### src/rtl/logistic_map_seq.sv
// Logistic-map iteration sequencer: drives an external multiplier twice per step (x*(1-x), then r*t).
// Optional multiplier watchdog enabled by defining LOGMAP_TIMEOUT_EN.
module logistic_map_seq #(
    parameter int W           = 18,
    parameter int FRAC_X      = 17,
    parameter int FRAC_R      = 15,
    parameter int MUL_TIMEOUT = 63
) (
    input  logic           CLK,
    input  logic           RST_N,
    input  logic           start,
    input  logic [W-1:0]   seed,
    input  logic [W-1:0]   r_coef,
    input  logic [15:0]    iter_count,
    output logic           busy,
    output logic           x_valid,
    output logic [W-1:0]   x_out,
    output logic           done,
    output logic           err,
    output logic           mul_start,
    output logic [W-1:0]   mul_a,
    output logic [W-1:0]   mul_b,
    input  logic [2*W-1:0] mul_result,
    input  logic           mul_done
);

    localparam int SW                  = 2*W - FRAC_R;
    localparam logic [W-1:0]   ONE     = W'(1) << FRAC_X;
    localparam logic [2*W-1:0] T_LIMIT = (2*W)'(ONE) << FRAC_X;
    localparam logic [SW-1:0]  X_LIMIT = SW'(ONE);
    localparam logic [5:0]     TMO_LAST = 6'(MUL_TIMEOUT - 1);

    typedef enum logic [2:0] {IDLE, LOAD1, MUL1, LOAD2, MUL2, EMIT, FINISH} state_t;

    state_t        state_q, state_d;
    logic [W-1:0]  x_q, r_q, t_q;
    logic [15:0]   rem_q;
    logic          in_mul, tmo_hit;
    logic [W-1:0]  seed_sat, t_calc, xn_calc;
    logic [SW-1:0] shr;

    assign in_mul    = (state_q == MUL1) || (state_q == MUL2);
    assign mul_start = in_mul;
    assign seed_sat  = (seed > ONE) ? ONE : seed;

    // Operands are valid through LOADx (latched by the multiplier) and held through MULx.
    always_comb begin
        mul_a = '0;
        mul_b = '0;
        case (state_q)
            LOAD1, MUL1: begin mul_a = x_q; mul_b = ONE - x_q; end
            LOAD2, MUL2: begin mul_a = r_q; mul_b = t_q;       end
            default: ;
        endcase
    end

    assign t_calc  = (mul_result >= T_LIMIT) ? ONE : mul_result[FRAC_X+W-1:FRAC_X];
    assign shr     = mul_result[2*W-1:FRAC_R];
    assign xn_calc = (shr > X_LIMIT) ? ONE : shr[W-1:0];

`ifdef LOGMAP_TIMEOUT_EN
    logic [5:0] tmo_cnt;

    always_ff @(posedge CLK) begin
        if (!RST_N || !in_mul || mul_done) tmo_cnt <= '0;
        else                               tmo_cnt <= tmo_cnt + 6'd1;
    end

    assign tmo_hit = in_mul && !mul_done && (tmo_cnt == TMO_LAST);
`else
    logic unused_tmo;
    assign unused_tmo = ^TMO_LAST;
    assign tmo_hit    = 1'b0;
`endif

    always_ff @(posedge CLK) begin
        if (!RST_N) state_q <= IDLE;
        else        state_q <= state_d;
    end

    always_comb begin
        state_d = state_q;
        case (state_q)
            IDLE:    if (start) state_d = (iter_count == 16'd0) ? FINISH : LOAD1;
            LOAD1:   state_d = MUL1;
            MUL1:    if (mul_done) state_d = LOAD2; else if (tmo_hit) state_d = FINISH;
            LOAD2:   state_d = MUL2;
            MUL2:    if (mul_done) state_d = EMIT;  else if (tmo_hit) state_d = FINISH;
            EMIT:    state_d = (rem_q == 16'd1) ? FINISH : LOAD1;
            FINISH:  state_d = IDLE;
            default: state_d = IDLE;
        endcase
    end

    always_ff @(posedge CLK) begin
        if (!RST_N) begin
            busy    <= 1'b0;
            x_valid <= 1'b0;
            done    <= 1'b0;
            err     <= 1'b0;
            x_out   <= '0;
            x_q     <= '0;
            r_q     <= '0;
            t_q     <= '0;
            rem_q   <= '0;
        end else begin
            x_valid <= 1'b0;
            done    <= 1'b0;
            err     <= tmo_hit;
            case (state_q)
                IDLE: if (start) begin
                    x_q   <= seed_sat;
                    r_q   <= r_coef;
                    rem_q <= iter_count;
                    busy  <= 1'b1;
                end
                MUL1: if (mul_done) t_q <= t_calc;
                // x_q is not an operand again until the next LOAD1, so it can take xn early.
                MUL2: if (mul_done) x_q <= xn_calc;
                EMIT: begin
                    x_out   <= x_q;
                    x_valid <= 1'b1;
                    rem_q   <= rem_q - 16'd1;
                end
                FINISH: begin
                    done <= 1'b1;
                    busy <= 1'b0;
                end
                default: ;
            endcase
        end
    end

endmodule
### config.mk
export PLATFORM = sky130hd
export DESIGN_NAME = logistic_map_seq
export DESIGN_NICKNAME = d
export VERILOG_FILES = /design/src/rtl/logistic_map_seq.sv
export SDC_FILE = /design/constraint.sdc
export NUM_CORES = 1
export LEC_CHECK = 0
export BUFFER_PORTS_ARGS = -buffer_cell sky130_fd_sc_hd__buf_4
export CORE_ASPECT_RATIO = 0.7
export CORE_MARGIN = 2
export CORE_UTILIZATION = 30
export CTS_BUF_LIST = sky130_fd_sc_hd__clkbuf_8 sky130_fd_sc_hd__clkbuf_16
export DETAILED_ROUTE_END_ITERATION = 6
export PLACE_DENSITY_LB_ADDON = 0.2
export SKIP_CTS_REPAIR_TIMING = 1
export SLEW_MARGIN = 0
export SYNTH_ARGS = -nofsm -noshare
export SYNTH_HDL_FRONTEND = slang
export SYNTH_SLANG_ARGS = --single-unit
### constraint.sdc
create_clock -name CLK -period 2.5 [get_ports CLK]
set_input_delay 0.25 -clock CLK [delete_from_list [all_inputs] [get_ports CLK]]
set_output_delay 0.25 -clock CLK [all_outputs]
set_load 0.02 [all_outputs]
* After elaboration in Yosys (flattened, before gate mapping)
Index checks and enable logic that the tools add are counted.
Word-level totals: register bits after elaboration 94, output and inout port bits 59
Operators by class: multiplexer cells 20, add/subtract/negate cells 2, eq/ne operators 10, reductions and logical operators 14, $lt $le $gt $ge 3
Operator list (number):
- $pmux 18 s2 | 3
- $mux 18 | 5
- $ge 36x35->1 const B | 1
- $pmux 16 s2 | 1
- $gt 21x18->1 const B | 1
- $gt 18x18->1 const B | 1
- $pmux 3 s6 | 1
- $sub 18x18->18 const A | 1
- $eq 16x1->1 const B | 1
- $logic_not 16->1 | 1
- $mux 16 | 1
- $sub 16x1->16 const B | 1
- $mux 3 | 5
- $eq 3x3->1 const B | 3
- $reduce_and 2->1 | 4
- $eq 3x2->1 const B | 2
- $ne 2x2->1 const B | 3
- $reduce_and 3->1 | 2
- $reduce_bool 2->1 | 3
- $reduce_or 2->1 | 2
- $eq 3x1->1 const B | 1
- $logic_not 3->1 | 1
- $mux 1 | 3
- $pmux 1 s2 | 1
- $logic_or 1x1->1 | 1

* Longest topological paths before layout
depth in word-level cells 4, gate-level depth with buffers 7, depth with buffers taken out 6

* Least setup slack after synthesis
No wires, ideal clock.
path kind flip-flop to output port, start register x_q[4], end output port mul_b[17], stages on the path, launching flop included 7, path slack 0.125 ns, data arrival time 2.125 ns, required time 2.250 ns, path through dfxtp_1 clkbuf_1 or4_1 clkbuf_1 or4_1 or4_1 nand3_1
On the way: cells in the longest elaborated chain, start to end 2
Ends and longest elaborated chain:
- start, declared | line 36 | logic [W-1:0] x_q, r_q, t_q;
- start signal, assigned | line 112 | x_q <= seed_sat;
- start signal, assigned | line 119 | MUL2: if (mul_done) x_q <= xn_calc;
- $sub 18x18->18 | line 51 | LOAD1, MUL1: begin mul_a = x_q; mul_b = ONE - x_q; end
- $pmux 18 s2 | line 50 | case (state_q)
- end, declared | line 22 | output logic [W-1:0] mul_b,
Every way passes these cells.

* Final worst setup path
start register x_q[0], end output port mul_b[17]
Same word-level chain as after synthesis.

==> impl_results.md <==
- Synthesized flop and latch total: 94
- Port bufs: 134
- HPWL Detailed: about 12,000 um
- Peak VDD IR: about 0.34 mV
- Commonest non-fill, non-tap cell in the layout: buf_4
- Post-synthesis sequential area ratio: 0.409
- CTS Buf Count: 9
- Worst Hold Class: in -> reg
- Die Width: approximately 150 um
- DR vias: ~5,000
- Period utilisation layout: 1.05
- MaxCap Viol Count: 0
- Mapped Cells: approximately 590
- CTS tree: built
- Worst-Margin Slew: 741 ps
- Switching power: 0.00128 W
- Area after DPL: 5950 um2
- Post-Syn Area: 4600 um2
- CP Max Fanout: 4
- Final nets: 816
- Crit path from: x_q[0]
- Residual DRC count: 0
- Multi-input logic area: between 2000 and 3000 um2
- Unrepaired setup endpoints after global routing: true
- RD Place Congestion: about 0.83
- Via-per-instance ratio: 5.44
- Post-route cell area: between 6000 and 7000 um2
- FF-to-FF Start: state_q[2]
- Hold Slack: 151 ps
- Failing checks: negative setup slack
- CTS Sinks: 94
- Total Neg Setup Slack: -137 ps
- Ys flop type: dfxtp_1
- Worst EP required: 2250 ps
- Fmax: 0.379 GHz
- CP Launch Type: flip-flop
- Internal Power: 0.00291 W
- DRT Pass-1 Iters: 5
- Area Growth Syn to Fin: 38.9%
- Fillers: 1,506
- Clock power frac: 0.363
- Drt initial violations: about 460
- Row count: 37
- Wire per inst: 18.7 um
- Routed Antenna Nets: 0
- First-pass GRT wire length: between 20,000 and 30,000 um
- Final setup fails: 1
- H-tree depth reported by CTS: 3
- Vias in the first global route: 4,667
- Sequential share of power: 0.391
- Mean post-synth cell area: 7.76 um2
- Max clock buf depth: 2
- Post-synth EDFFs: 0
- Clock latency on the worst-skew pair: about 350 ps
- CORE AREA: 14,900 um2
- # IOs: 151
- Yosys warning total: 0
- Slew HR: 0.506
- Initial antenna violation count: 0
- Overflow after GRT: 0
- Register Area: 1880 um2
- Ratio of cells with drive above 1 in the final layout: 0.295
- Gate power share: 0.246
- Setup ws final: -137 ps
- Most frequent cells in the layout: buf_4, nand2_1, dfxtp_1, nor2_1, a21oi_1
- LEAKAGE: 2.59 nW
- Min cycle time layout: 2640 ps
- Slew Viols, Final: 0
- Largest net degree at the start of global routing: 65
- Worst path arrival time: approximately 2400 ps
- FFs w/ async S/R, synth: 0
- Die area: about 16,000 um2
- Status: finished with violations
- Hold path start: r_coef[14]
- Pwr Total: 0.00419 W
- Synthesized net count: between 600 and 700
- Final core utilization: 0.430
- Critical setup path kind: reg -> out
- PwrDens: 656 nW/um2
- Clk slew on worst S/H paths: about 70 ps
- Diodes inserted: 0
- Root buf cell: clkbuf_16
- Setup Skew: 6.51 ps
- Die Ht: around 110 um
- Cell variety after synth: 54
- Critical Path End Type: primary output
- Count of final hold-check violations: 0
- Final WL: 17,200 um
- Switching part of the total: 0.306
- Starting Density: 0.310
- GRT Overall Usage: 0.204
==> cells in the mapped netlist, types with 4 or more instances <==
cell,number,share of area
a21oi_1,48,0.052
a221oi_1,19,0.036
a22o_1,17,0.032
a22oi_1,18,0.029
a31oi_1,9,0.012
clkbuf_1,47,0.038
dfxtp_1,94,0.41
inv_1,8,0.0065
nand2_1,109,0.089
nand2b_1,6,0.0082
nand3_1,9,0.0098
nand4_1,6,0.0082
nor2_1,53,0.043
nor3_1,8,0.0087
nor4_1,11,0.015
o211ai_1,4,0.0065
o21ai_0,39,0.042
o311ai_0,5,0.0095
or2_2,7,0.0095
or3_1,7,0.0095
or4_1,12,0.020
xor2_1,9,0.017
==> sequential cells by signal (all words and copies together) (netlist names) <==
name,count
x_valid,1
r_q,18
done,1
busy,1
rem_q,16
t_q,18
x_q,18
state_q,3
x_out,18
==> power groups by stage <==
stage                     registers (W)  logic (W)  clock network, W
after floorplan                 0.00166   0.000529                 0
after global placement          0.00166   0.000948                 0
after detailed placement        0.00167   0.000958                 0
after CTS                       0.00163   0.000964           0.00154
after global routing            0.00165    0.00111           0.00160
final                           0.00164    0.00103           0.00152
==> cell type report <==
class                   count  area share
multi-input cells         439       0.408
flip-flops and latches     94       0.295
repair buffers            169       0.203
well taps                 195      0.0382
clock buffers              10      0.0374
clock inverters             6      0.0133
inverters                   8     0.00470
==> through the flow <==
| step | worst slack [ps] | std cells |
|---|---|---|
| 2_1_floorplan | 125 | 593 |
| 3_3_place_gp | 165 | 905 |
| 3_5_place_dp | 139 | 905 |
| 4_1_cts | -242 | 921 |
| 5_1_grt | -159 | 921 |
| 6_report | -137 | 921 |
==> critical path, stage by stage, from the launching register on <==
cell	delay, ps
dfxtp_2	340
or4_4	540
or4_4	500
or4_4	430
nand3_2	110
buf_6	120
==> worst paths after layout <==
path	end	slack, ps	depth (start not counted)
worst max register to register	x_q[0]	240	5
worst min-delay path	r_q[14]	150	3
worst min register to register	r_q[8]	450	2
worst max-delay path	mul_b[17]	-140	5
==> layer usage <==
metal	up-vias	wire length, um	GRT usage
li1	2404	-	-
met1	2382	8580	0.306
met2	206	7280	0.296
met3	14	1180	0.0431
met4	0	160	0.0494
met5	-	0	0
==> cells by family (layout without fill, tap and decap cells) <==
| logic type | after synthesis | in the layout | synth area share |
|---|---|---|---|
| and+or+nand+nor | 243 | 243 | 0.249 |
| AOI/OAI and AO/OA | 180 | 180 | 0.258 |
| DFF | 94 | 94 | 0.409 |
| buffers and inverters | 60 | 193 | 0.0517 |
| xor gates and xnor gates | 12 | 12 | 0.0229 |
| adders and majority gates | 3 | 3 | 0.00816 |
| other | 1 | 1 | 0.000815 |
Power figures use the tool's default switching activity.
